## src/rtl/vx_commit_pending_tracker.sv

```systemverilog
// vx_commit_pending_tracker
//
// Per-warp in-flight instruction tracker for the warp scheduler. Issue
// increments a warp's pending count and commit decrements it. The block
// reports drained, full and halted status per warp. It also raises sticky
// overflow and underflow protocol-error flags.
//
// Optional feature: define VX_COMMIT_PERF_EN to build a 64-bit counter of
// committed instructions. When the macro is undefined, perf_commits is
// tied to zero.
//
// Ports:
//   clk            clock
//   reset          asynchronous, active-high reset
//   issue_fire     per-slot issue strobe
//   issue_wid      per-slot issue warp id (slot i at [i*NW_WIDTH +: NW_WIDTH])
//   committed      per-slot retire strobe
//   committed_wid  per-slot retire warp id
//   halt           per-slot retired-instruction-is-halt (qualified by committed)
//   warp_restart   per-warp clear of halt state (priority over a same-cycle halt)
//   pending_cnt    per-warp registered in-flight count (warp w at [w*CTR_WIDTH +: CTR_WIDTH])
//   warp_drained   pending_cnt[w] == 0
//   warp_full      pending_cnt[w] > MAX - ISSUE_WIDTH
//   warp_halted    registered: halt pending for w and pending_cnt[w] == 0
//   err_overflow   sticky, count would have exceeded MAX
//   err_underflow  sticky, count would have gone below zero
//   perf_commits   total committed instructions (zero unless VX_COMMIT_PERF_EN)

module vx_commit_pending_tracker #(
    parameter int ISSUE_WIDTH  = 1,
    parameter int NUM_WARPS    = 4,
    parameter int CTR_WIDTH    = 8,
    localparam int NW_WIDTH    = (NUM_WARPS > 1) ? $clog2(NUM_WARPS) : 1
) (
    input  logic                            clk,
    input  logic                            reset,
    input  logic [ISSUE_WIDTH-1:0]          issue_fire,
    input  logic [ISSUE_WIDTH*NW_WIDTH-1:0] issue_wid,
    input  logic [ISSUE_WIDTH-1:0]          committed,
    input  logic [ISSUE_WIDTH*NW_WIDTH-1:0] committed_wid,
    input  logic [ISSUE_WIDTH-1:0]          halt,
    input  logic [NUM_WARPS-1:0]            warp_restart,
    output logic [NUM_WARPS*CTR_WIDTH-1:0]  pending_cnt,
    output logic [NUM_WARPS-1:0]            warp_drained,
    output logic [NUM_WARPS-1:0]            warp_full,
    output logic [NUM_WARPS-1:0]            warp_halted,
    output logic                            err_overflow,
    output logic                            err_underflow,
    output logic [63:0]                     perf_commits
);

    localparam int CNT_W = $clog2(ISSUE_WIDTH + 1);
    localparam int SW    = CTR_WIDTH + 2;

    typedef logic signed [SW-1:0] sval_t;

    localparam sval_t MAX_S  = sval_t'((2 ** CTR_WIDTH) - 1);
    localparam sval_t FULL_S = sval_t'((2 ** CTR_WIDTH) - 1 - ISSUE_WIDTH);

    typedef enum logic {
        RUN       = 1'b0,
        HALT_PEND = 1'b1
    } halt_state_t;

    // ------------------------------------------------------------------
    // State
    // ------------------------------------------------------------------
    logic [CTR_WIDTH-1:0] cnt_q   [NUM_WARPS];
    logic [CTR_WIDTH-1:0] cnt_d   [NUM_WARPS];
    halt_state_t          state_q [NUM_WARPS];
    halt_state_t          state_d [NUM_WARPS];
    logic [NUM_WARPS-1:0] halted_q;
    logic [NUM_WARPS-1:0] halted_d;

    // ------------------------------------------------------------------
    // Per-warp issue/commit counts and halt hits
    // ------------------------------------------------------------------
    logic [CNT_W-1:0]     inc [NUM_WARPS];
    logic [CNT_W-1:0]     dec [NUM_WARPS];
    logic [NUM_WARPS-1:0] halt_hit;

    // Out-of-range warp ids never match any tracked warp, so they drop out.
    always_comb begin
        for (int unsigned w = 0; w < NUM_WARPS; w++) begin
            inc[w]      = '0;
            dec[w]      = '0;
            halt_hit[w] = 1'b0;
            for (int unsigned i = 0; i < ISSUE_WIDTH; i++) begin
                if (issue_fire[i] &&
                    issue_wid[i*NW_WIDTH +: NW_WIDTH] == NW_WIDTH'(w)) begin
                    inc[w] = inc[w] + CNT_W'(1);
                end
                if (committed[i] &&
                    committed_wid[i*NW_WIDTH +: NW_WIDTH] == NW_WIDTH'(w)) begin
                    dec[w] = dec[w] + CNT_W'(1);
                    if (halt[i]) begin
                        halt_hit[w] = 1'b1;
                    end
                end
            end
        end
    end

    // ------------------------------------------------------------------
    // Count update with saturation / clamping
    // ------------------------------------------------------------------
    sval_t                nxt [NUM_WARPS];
    logic [NUM_WARPS-1:0] ovf;
    logic [NUM_WARPS-1:0] unf;

    // Two guard bits give room for both the carry and the sign.
    always_comb begin
        for (int unsigned w = 0; w < NUM_WARPS; w++) begin
            nxt[w] = sval_t'(cnt_q[w]) + sval_t'(inc[w]) - sval_t'(dec[w]);
            ovf[w] = 1'b0;
            unf[w] = 1'b0;
            cnt_d[w] = nxt[w][CTR_WIDTH-1:0];
            if (nxt[w][SW-1]) begin
                unf[w]   = 1'b1;
                cnt_d[w] = '0;
            end else if (nxt[w] > MAX_S) begin
                ovf[w]   = 1'b1;
                cnt_d[w] = MAX_S[CTR_WIDTH-1:0];
            end
        end
    end

    // ------------------------------------------------------------------
    // Per-warp halt FSM (next state / halted output)
    // ------------------------------------------------------------------
    always_comb begin
        for (int unsigned w = 0; w < NUM_WARPS; w++) begin
            state_d[w]  = state_q[w];
            halted_d[w] = 1'b0;
            case (state_q[w])
                RUN: begin
                    if (!warp_restart[w] && halt_hit[w]) begin
                        state_d[w] = HALT_PEND;
                    end
                end
                HALT_PEND: begin
                    if (warp_restart[w]) begin
                        state_d[w] = RUN;
                    end else begin
                        halted_d[w] = (cnt_q[w] == '0);
                    end
                end
                default: state_d[w] = RUN;
            endcase
        end
    end

    // ------------------------------------------------------------------
    // Registers
    // ------------------------------------------------------------------
    always_ff @(posedge clk or posedge reset) begin
        if (reset) begin
            for (int unsigned w = 0; w < NUM_WARPS; w++) begin
                cnt_q[w]   <= '0;
                state_q[w] <= RUN;
            end
            halted_q      <= '0;
            err_overflow  <= 1'b0;
            err_underflow <= 1'b0;
        end else begin
            for (int unsigned w = 0; w < NUM_WARPS; w++) begin
                cnt_q[w]   <= cnt_d[w];
                state_q[w] <= state_d[w];
            end
            halted_q      <= halted_d;
            err_overflow  <= err_overflow  | (|ovf);
            err_underflow <= err_underflow | (|unf);
        end
    end

    // ------------------------------------------------------------------
    // Status outputs derived from the registered count
    // ------------------------------------------------------------------
    always_comb begin
        pending_cnt  = '0;
        warp_drained = '0;
        warp_full    = '0;
        for (int unsigned w = 0; w < NUM_WARPS; w++) begin
            pending_cnt[w*CTR_WIDTH +: CTR_WIDTH] = cnt_q[w];
            warp_drained[w] = (cnt_q[w] == '0);
            warp_full[w]    = (sval_t'(cnt_q[w]) > FULL_S);
        end
    end

    assign warp_halted = halted_q;

    // ------------------------------------------------------------------
    // Optional commit performance counter
    // ------------------------------------------------------------------
`ifdef VX_COMMIT_PERF_EN
    logic [63:0]      perf_q;
    logic [CNT_W-1:0] n_commit;

    always_comb begin
        n_commit = '0;
        for (int unsigned i = 0; i < ISSUE_WIDTH; i++) begin
            n_commit = n_commit + CNT_W'(committed[i]);
        end
    end

    always_ff @(posedge clk or posedge reset) begin
        if (reset) begin
            perf_q <= '0;
        end else begin
            perf_q <= perf_q + 64'(n_commit);
        end
    end

    assign perf_commits = perf_q;
`else
    assign perf_commits = '0;
`endif

endmodule

```

## config.mk

```make
export PLATFORM = sky130hd
export DESIGN_NAME = vx_commit_pending_tracker
export DESIGN_NICKNAME = d
export VERILOG_FILES = /design/src/rtl/vx_commit_pending_tracker.sv
export SDC_FILE = /design/constraint.sdc
export NUM_CORES = 1
export LEC_CHECK = 0
export BUFFER_PORTS_ARGS = -buffer_cell sky130_fd_sc_hd__buf_2
export CAP_MARGIN = 20
export CORE_ASPECT_RATIO = 0.9
export CORE_MARGIN = 5
export CORE_UTILIZATION = 45
export DETAILED_ROUTE_END_ITERATION = 12
export GPL_TIMING_DRIVEN = 0
export PLACE_DENSITY_LB_ADDON = 0.05
export SKIP_LAST_GASP = 1
export SYNTH_ARGS = -nofsm -noshare
export SYNTH_HDL_FRONTEND = slang
export SYNTH_SLANG_ARGS = --single-unit
```

## constraint.sdc

```tcl
create_clock -name clk -period 4.8 [get_ports clk]
set_clock_uncertainty 0.15 [all_clocks]
set_input_delay 0.96 -clock clk [delete_from_list [all_inputs] [get_ports clk]]
set_output_delay 0.96 -clock clk [all_outputs]
set_load 0.02 [all_outputs]
```

---- Word-level counts from Yosys, hierarchy flattened ----
Cells that the tools add are included.
storage, ports and cells
  flip-flop bits (word level) ............. 42
  input port bits ......................... 13
  output and inout port bits .............. 110
operators by class
  $add $sub $neg .......................... 8
  order comparisons ....................... 8
  eq/ne operators ......................... 6
  muxes and demuxes ....................... 53
  bitwise gates (word level) .............. 6
  reductions and logical operators ........ 24
operator list
  cell                                                             count
  two-way mux 8 bit                                                8
  two-way mux 1 bit                                                41
  greater-than comparator 10 x 9 -> 1 bit (second input constant)  4
  subtractor 9 x 1 -> 10 bit                                       4
  adder 8 x 1 -> 9 bit                                             4
  greater-than comparator 8 bit (second input constant)            4
  zero test 8 bit                                                  4
  logical AND 1 bit                                                12
  equality test 2 bit (second input constant)                      4
  case mux 1 bit (2 select lines)                                  4
  OR reduction 4 bit                                               2
  equality test 2 x 1 -> 1 bit (second input constant)             2
  zero test 1 bit                                                  4
  zero test 2 bit                                                  2
  inverter 1 bit                                                   4
  OR 1 bit                                                         2

---- Depth between registers and ports, before layout ----
Gate-level depths: netlist (run 1).
  depth after elaboration ................. 10
  mapped depth ............................ 13
  gate-level depth less buffers ........... 13

---- Worst setup path before layout (run 1) ----
Ideal clock, no wire load.
  kind .................................... in2reg
  start ................................... input issue_wid[1]
  end ..................................... register err_overflow
  library setup time ...................... 0.139 ns
  data arrival time ....................... 3.441 ns
  required time ........................... 4.511 ns
  path slack .............................. 1.070 ns
  stages .................................. 12
  path buffers ............................ 0
  cell sequence ........................... or3b_2 > ha_1 > inv_1 > ha_1 > inv_1 > fa_1 > or2b_1 > a2bb2oi_1 > nor3_1 > o211ai_2 > o22a_4 > o211ai_2
on the way
  cells in the longest elaborated chain, start to end .. 10
  elaborated cells on any way between the ends .. 34
  those cells by class .................... 8 x add/sub; 4 x order compare; 3 x eq/ne; 12 x mux; 1 x bitwise; 6 x reduce/logical
ends and longest elaborated chain
  item                                                  RTL line  source
  start: declaration                                    38        input logic [ISSUE_WIDTH*NW_WIDTH-1:0] issue_wid,
  equality test 2 x 1 -> 1 bit (tied with other cells)  90        issue_wid[i*NW_WIDTH +: NW_WIDTH] == NW_WIDTH'(w)) begin
  logical AND 1 bit                                     89        if (issue_fire[i] &&
  two-way mux 1 bit                                     89
  adder 8 x 1 -> 9 bit                                  114       nxt[w] = sval_t'(cnt_q[w]) + sval_t'(inc[w]) - sval_t'(dec[w]);
  subtractor 9 x 1 -> 10 bit                            114
  greater-than comparator 10 x 9 -> 1 bit               121       end else if (nxt[w] > MAX_S) begin
  two-way mux 1 bit                                     121
  two-way mux 1 bit                                     118       if (nxt[w][SW-1]) begin
  OR reduction 4 bit *                                  171       err_overflow <= err_overflow | (|ovf);
  OR 1 bit *                                            171
  end signal: assignment                                171
  end: declaration                                      47        output logic err_overflow,
Mark *: on every way between the ends. The rest lies on a longest branch, timed or not.

---- Final worst setup path (run 1) ----
  start ................................... input committed
  end ..................................... register err_overflow
on the way
  cells in the longest elaborated chain, start to end .. 8
  elaborated cells on any way between the ends .. 26
  those cells by class .................... 4 x add/sub; 4 x order compare; 12 x mux; 1 x bitwise; 5 x reduce/logical
ends and longest elaborated chain
  item                                     RTL line  source
  start: declaration                       39        input logic [ISSUE_WIDTH-1:0] committed,
  logical AND 1 bit                        93        if (committed[i] &&
  two-way mux 1 bit                        93
  subtractor 9 x 1 -> 10 bit               114
  greater-than comparator 10 x 9 -> 1 bit  121
  two-way mux 1 bit                        121
  two-way mux 1 bit                        118
  OR reduction 4 bit *                     171
  OR 1 bit *                               171
Marks and branches as above.

==> results of run 1 <==
cells by family after synthesis:
family                   synth area share (%)
AO/OA/AOI/OAI                            15.6
XOR/XNOR                                 5.31
adder cells (fa/ha/maj)                  22.2
buffers and inverters                    17.5
flip-flops                               26.5
multiplexers                            0.284
other                                  0.0947
AND/OR/NAND/NOR                          12.5
flip-flops by register name (all words and copies together) (netlist names):
name / cells
pending_cnt: 32
state_q: 4
err_underflow: 1
warp_halted: 4
err_overflow: 1
area by class of cell:
| type | count | area, um2 |
|---|---|---|
| tap | 119 | 149 |
| clock buffer | 6 | 82.6 |
| fill | 824 | 3830 |
| inverter | 51 | 191 |
| buffer | 67 | 500 |
| timing repair buffer | 59 | 310 |
| sequential | 42 | 1050 |
| multi-input combinational | 336 | 2450 |
per-stage QoR:
stage               std cells  setup WS [ps]  power (W)
floorplan                 496           1070    0.00274
global placement          673            612    0.00329
detailed placement        674            532    0.00333
CTS                       680            886    0.00359
global route              680            603    0.00393
finish                    680            873    0.00356
per-layer routing:
layer	wire length (um)	part of all wire [%]
met5	0	0
met4	36	0.42
met3	508	5.9
met2	4150	48
met1	3950	46
final timing paths:
check | start | endpoint | depth (start not counted)
worst min register to register | state_q[3]$_DFF_PP0_ | state_q[3]$_DFF_PP0_ | 2
max in group asynchronous | reset | pending_cnt[1]$_DFF_PP0_ | 3
worst min-delay path | state_q[3]$_DFF_PP0_ | state_q[3]$_DFF_PP0_ | 2
worst max-delay path | committed | err_overflow$_DFF_PP0_ | 14
min in group asynchronous | reset | pending_cnt[30]$_DFF_PP0_ | 2
worst max register to register | pending_cnt[16]$_DFF_PP0_ | pending_cnt[17]$_DFF_PP0_ | 9
Yosys cell counts (7+ instances only):
| library cell | instances |
|---|---|
| ha_1 | 64 |
| a21oi_1 | 45 |
| xnor2_1 | 10 |
| xor2_1 | 14 |
| nand2_1 | 8 |
| dfrtp_1 | 42 |
| inv_1 | 51 |
| buf_4 | 64 |
| nor2_1 | 30 |
| nand2b_1 | 7 |
| nor2b_1 | 9 |
worst min-delay path: stages, from the launching register on:
cell and delay, ps:
dfrtp_1 350, a21oi_1 40, nor2_1 80
power breakdown:
group	internal (W)	switching [W]	leakage [nW]	total, W
sequential	0.000525	0.000169	0.479	0.000694
clock	0.000111	0.000122	0.0431	0.000233
combinational	0.00111	0.00153	2.09	0.00263
total	0.00174	0.00182	2.61	0.00356
==> flow_summary.toml, run 1 <==
[place]
placed_area_um2 = 4660
io_buffers = 58
place_congestion = 0.827
hpwlAfterDp_um = 7080

[die]
die-height_um = 99.0
boundaryPins = 123
dieArea_um2 = 10800
core_um2 = 8570
fp.dieW_um = 109
core.rowCount = 32
start_util_pct = 46.2

[synthesis]
synth-warning-count = 0
ys_ff_latch = 42
yosysSeqAreaShare_pct = 26.5
synthDistinctLibCells = 60
syn_avg_cell_area_um2 = 9.15
synthFlopType = "dfrtp_1"
yosys.area.top_type = "dfrtp_1"
async_reset_ff_share_pct = 100
netlist_instances = 433
synth_edf_count = 0
netlist_area_um2 = 3960
synth_top_area_share_pct = 26.5
synthTopCellsByArea = "dfrtp_1 (27%), ha_1 (20%), buf_4 (12%), a21oi_1 (5.7%), inv_1 (4.8%)"

[grt]
met1_usage_pct = 21.3
antenna_found_initial = 0
grt_usage_pct = 16.2
use_met3_pct = 3.08
grt_pass1_wl_um = 14200
grt.busiest_layer = "met2"
grt_pass1_vias = 3029
grt_overflow = 0
grt_max_degree = 34
grt_use_met2_pct = 27.6

[clock_tree]
cts-hold-fix-buffers = 0
clk_latency_ps = 290
cts_buffers = 5
cts_tree = "yes"
cts_max_level = 2
post_cts_buffers = 0
ctsResizeCount = 0
clkTransAtPathRegs_ps = 80
cts_buffer_depth = 2
clock_sinks = 42
cts_root_buf = "clkbuf_8"

[routing]
wl_per_cell_um = 12.7
drt_iter0_markers = 76
via_per_inst = 4.54
drc = 0
vias = 3085
dr.pass1.iters = 4
wirelength_um = 8640
ant_nets = 0

[run_status]
status = "completed"

[layout]
antenna_cells = 0
final_cell_mix = "ha_1 (64), buf_4 (64), conb_1 (64), buf_2 (59), inv_1 (50)"
final_design_area_no_fill_um2 = 4740
num-nets-final = 643
syn2layout_area_growth_pct = 19.7
utilization_pct = 55.3
drive_gt1_share_pct = 25.8

[power_and_ir_drop]
p_leak_nw = 2.61
power-per-cell-area_nw_per_um2 = 752
peakVddDrop_mv = 0.333

[sta]
final_hold_viol_count = 0
setup_viol = 0
slew_headroom_pct = 41.3
fin_tns_setup_ps = 0
worst_pin_slew_ps = 874
holdWs_ps = 354
max_freq_mhz = 255
fin_crit_ps = 3930
slew_viol_final = 0
grt_setup_unrepaired = "false"
fin_crit_sh_pct = 81.8

[critical_path]
critical_path_arrival_ps = 3930
cp_top_family = "simple AND/OR/NAND/NOR gates"
worstPathRequired_ps = 4800
critPathMaxStageDelay_ps = 470
path_class = "in2reg"
cpMaxStageDelayCell = "nor2_1"
path_cells = "buf_2, nor2b_1, and2_1, ha_1, inv_1, ha_1, inv_1, fa_1, and2b_1, o2111ai_1, mux2_2, nor2_1, o21ba_2, o211ai_2"
critPathCaptureType = "register"
cp-start-kind = "primary input"
worst-path-buf-inv = 3
regToRegSetupSlack_ps = 1890
path_max_fanout = 8

[worst_hold_path]
hold_class = "reg2reg"

[flow_run]
max_cap_violations = 0
Power figures use the tool's default switching activity.
==> run 2, diff against run 1 <==
==> constraint.sdc (replaced) <==
create_clock -name clk -period 3.89 [get_ports clk]
set_clock_uncertainty 0.15 [all_clocks]
set_input_delay 0.778 -clock clk [delete_from_list [all_inputs] [get_ports clk]]
set_output_delay 0.778 -clock clk [all_outputs]
set_load 0.02 [all_outputs]
==> flow_summary.toml, run 2 (synthesized netlist as in run 1, its figures left out) <==
[critical_path]
critPathCaptureType = "register"
path_class = "in2reg"
path_max_fanout = 9
regToRegSetupSlack_ps = 990
reg2regPathDepth = 9
rr_endpoint = "pending_cnt[17]$_DFF_PP0_"
cp-start-kind = "primary input"
r2r_start = "pending_cnt[16]$_DFF_PP0_"
critical_path_arrival_ps = 3590
worstPathRequired_ps = 3890

[die]
die-height_um = 99.0
boundaryPins = 123
start_util_pct = 46.2
fp.dieW_um = 109
dieArea_um2 = 10800
core_um2 = 8570
core.rowCount = 32

[sta]
slew_headroom_pct = 41.3
final_hold_viol_count = 0
max_freq_mhz = 279
setup_viol = 0
worst_pin_slew_ps = 874
fin_crit_ps = 3590
holdWs_ps = 257
slew_viol_final = 0
grt_setup_unrepaired = "false"
fin_crit_sh_pct = 92.2

[layout]
final_cell_mix = "buf_4 (65), ha_1 (64), conb_1 (64), buf_2 (59), inv_1 (50)"
syn2layout_area_growth_pct = 20.4
largest_reg_flops = 32
antenna_cells = 0
drive_gt1_share_pct = 26.3
stdcell_count = 682
num-nets-final = 645
layout_commonest_cell = "buf_4"
final_design_area_no_fill_um2 = 4770

[grt]
grt_pass1_wl_um = 14200
grt_pass1_vias = 3029
grt_usage_pct = 16.2
grt_overflow = 0
antenna_found_initial = 0
grt_max_degree = 34

[routing]
wirelength_um = 8660
drt_iter0_markers = 80
wl_per_cell_um = 12.7
vias = 3087
dr.pass1.iters = 4
via_per_inst = 4.53
ant_nets = 0
drc = 0

[clock_tree]
clkTransAtPathRegs_ps = 80
cts_tree = "yes"
clock_sinks = 42
cts_max_level = 2
clk_latency_ps = 290
cts_root_buf = "clkbuf_8"
cts_buffers = 5
cts_buffer_depth = 2
cts-hold-fix-buffers = 0

[run_status]
status = "completed"

[flow_run]
max_cap_violations = 0

[place]
dpl.cell_count = 674
placed_area_um2 = 4660
place_congestion = 0.827
hpwlAfterDp_um = 7080
io_buffers = 58

[power_and_ir_drop]
p_leak_nw = 2.62
peakVddDrop_mv = 0.420
power-per-cell-area_nw_per_um2 = 944
power_w = 0.00450

[worst_hold_path]
hold_class = "in2async"
-- run 2: cell types whose count changed in the layout (fill, tap and decap cells not counted) --
cell,previous run,this run
nor2_1,30,29
nor2_2,0,1
buf_12,1,2
buf_4,64,65
-- run 2: where the power goes --
group | switching, W | internal, W
logic | 0.00190 | 0.00145
registers | 0.000208 | 0.000647
clock network | 0.000149 | 0.000137
-- run 2: critical path, stage by stage --
cell and delay (ps):
buf_2 150, and3_1 190, ha_1 280, inv_1 60, ha_1 160, inv_1 60, fa_1 400, nor2b_1 190
o311ai_1 150, o2bb2ai_1 170, xnor2_1 660, o22a_4 250, o211ai_2 70
-- run 2: what timing repair did --
action                     4_1_cts  5_1_grt
setup endpoints to repair        0        1
hold endpoints to repair         0        0
resized for setup                0        1
buffers inserted                 0        2
-- run 2: metal layers --
metal | global-route usage [%] | up-vias | wire length (um)
met5 | 0 | - | 0
met4 | 3.01 | 0 | 34
met3 | 3.08 | 4 | 493
met2 | 27.6 | 76 | 4160
met1 | 21.3 | 1411 | 3970
li1 | - | 1596 | -
-- run 2: cell type report --
class,instances,area (um2)
Buffer,67,500
Clock buffer,6,82.6
Fill cell,818,3800
Inverter,51,191
Multi-Input combinational cell,336,2460
Sequential cell,42,1050
Tap cell,119,149
Timing Repair Buffer,61,338
-- run 2: worst max-delay path by stage --
| stage | slack (ps) | startpoint | endpoint |
|---|---|---|---|
| finish | 300 | committed_wid[0] | err_overflow$_DFF_PP0_ |
| detailed placement | -200 | committed | err_overflow$_DFF_PP0_ |
| global placement | -120 | issue_wid[1] | err_overflow$_DFF_PP0_ |
| floorplan | 340 | issue_wid[1] | err_overflow$_DFF_PP0_ |
| global route | 0.3 | issue_wid[0] | pending_cnt[20]$_DFF_PP0_ |
| CTS | 160 | committed | err_overflow$_DFF_PP0_ |
-- run 2: stage by stage --
stage	setup slack [ps]	TNS, ps	util (%)
2_1_floorplan	342	0	-
4_1_cts	158	0	55.3
5_1_grt	0.336	0	55.7
3_3_place_gp	-116	-116	54.1
3_5_place_dp	-196	-383	54.3
6_report	302	0	55.7
==> run 3, diff against run 2 <==
--- a/config.mk
+++ b/config.mk
@@ -9,7 +9,7 @@
 export CAP_MARGIN = 20
 export CORE_ASPECT_RATIO = 0.9
 export CORE_MARGIN = 5
-export CORE_UTILIZATION = 45
+export CORE_UTILIZATION = 50
 export DETAILED_ROUTE_END_ITERATION = 12
 export GPL_TIMING_DRIVEN = 0
 export PLACE_DENSITY_LB_ADDON = 0.05
==> flow_summary.toml, run 3 (synthesized netlist as in run 1, its figures left out) <==
[die]
start_util_pct = 52.0
core_um2 = 7620
die-height_um = 94.4
dieArea_um2 = 9800
core.rowCount = 30
boundaryPins = 123
fp.dieW_um = 104

[place]
pre_cts_ws_ps = -138
hpwlAfterDp_um = 6890
place_congestion = 0.863
io_buffers = 58

[critical_path]
path_max_fanout = 8
path_class = "in2reg"
worst-path-buf-inv = 3
cp-start-kind = "primary input"
path_cells = "buf_2, nor2b_1, and2_1, ha_1, inv_1, ha_1, inv_1, fa_1, and2b_1, o2111ai_1, mux2_2, nor2_1, o21ba_2, o211ai_2"
regToRegSetupSlack_ps = 1060
cp_top_family = "simple AND/OR/NAND/NOR gates"
critPathCaptureType = "register"
cpMaxStageDelayCell = "nor2_1"
critical_path_arrival_ps = 3700
worstPathRequired_ps = 3900
critPathMaxStageDelay_ps = 470

[grt]
grt_overflow = 0
grt_max_degree = 38
antenna_found_initial = 0
grt_pass1_wl_um = 14000
grt_usage_pct = 17.1
grt_pass1_vias = 3021

[routing]
wirelength_um = 8270
vias = 3019
dr.pass1.iters = 4
drc = 0
via_per_inst = 4.58
ant_nets = 0
wl_per_cell_um = 12.5
drt_iter0_markers = 62

[layout]
drive_gt1_share_pct = 25.9
largest_reg_flops = 32
num-nets-final = 643
final_cell_mix = "ha_1 (64), buf_4 (64), conb_1 (64), buf_2 (59), inv_1 (50)"
syn2layout_area_growth_pct = 19.1
antenna_cells = 0

[sta]
final_hold_viol_count = 0
finalWorstSetupSlack_ps = 198
fin_tns_setup_ps = 0
grt_setup_unrepaired = "false"
worst_pin_slew_ps = 809
slew_headroom_pct = 45.7
fin_crit_sh_pct = 94.9
slew_viol_final = 0
setup_viol = 0
fin_crit_ps = 3690
max_freq_mhz = 271

[power_and_ir_drop]
power-per-cell-area_nw_per_um2 = 926
peakVddDrop_mv = 0.426
p_leak_nw = 2.62

[clock_tree]
cts_buffer_depth = 2
cts_max_level = 2
clock_sinks = 42
clkTransAtPathRegs_ps = 80
cts-hold-fix-buffers = 0
cts_root_buf = "clkbuf_8"
ctsResizeCount = 0
post_cts_buffers = 0
cts_tree = "yes"
clk_latency_ps = 290
cts_buffers = 5

[flow_run]
max_cap_violations = 0

[run_status]
status = "completed"

[worst_hold_path]
hold_class = "in2async"
-- run 3: final timing paths --
kind	from	end	cells past startpoint
setup / recovery	committed	err_overflow$_DFF_PP0_	14
hold / removal	reset	pending_cnt[30]$_DFF_PP0_	2
setup reg to reg	pending_cnt[16]$_DFF_PP0_	pending_cnt[17]$_DFF_PP0_	9
hold reg to reg	err_underflow$_DFF_PP0_	err_underflow$_DFF_PP0_	2
max in group asynchronous	reset	pending_cnt[8]$_DFF_PP0_	3
min in group clk	err_underflow$_DFF_PP0_	err_underflow$_DFF_PP0_	2
-- run 3: worst reg2reg max path, stage by stage, from the launching register on --
cell and delay (ps):
dfrtp_1 430, ha_1 200, inv_1 60, fa_1 390, nor2b_1 140, o21bai_1 100
a211oi_1 300, o41ai_1 120, xnor2_1 650, a21oi_1 160
-- run 3: cell type report --
type / count / area, um2
Timing Repair Buffer: 59 / 310
Fill cell: 676 / 2900
Clock inverter: 1 / 5.00
Tap cell: 96 / 120
Sequential cell: 42 / 1050
Multi-Input combinational cell: 336 / 2450
Clock buffer: 7 / 86.3
Inverter: 51 / 191
Buffer: 67 / 500
-- run 3: report_power, final --
group / switching (W) / total [W] / internal (W)
logic: 0.00187 / 0.00323 / 0.00136
clock network: 0.000149 / 0.000293 / 0.000143
registers: 0.000202 / 0.000850 / 0.000647
total: 0.00222 / 0.00437 / 0.00215
-- run 3: metrics by stage --
| step | power (W) | hold WS [ps] | std cells | utilization (%) | cell area (um2) |
|---|---|---|---|---|---|
| after detailed placement | 0.00409 | 337 | 651 | 60.7 | 4630 |
| after global routing | 0.00485 | 205 | 659 | 61.9 | 4720 |
| after floorplan | 0.00338 | 305 | 496 | - | 4200 |
| after CTS | 0.00441 | 208 | 659 | 61.9 | 4720 |
| after global placement | 0.00403 | 315 | 650 | 60.5 | 4610 |
| final | 0.00437 | 216 | 659 | 61.9 | 4720 |
-- run 3: layer usage --
metal | track usage [%] | wire length (um) | part of all wire, %
met2 | 29.1 | 3980 | 48
met1 | 21.7 | 3700 | 45
met4 | 3.78 | 76 | 0.92
met3 | 4.99 | 507 | 6.1
met5 | 0 | 0 | 0
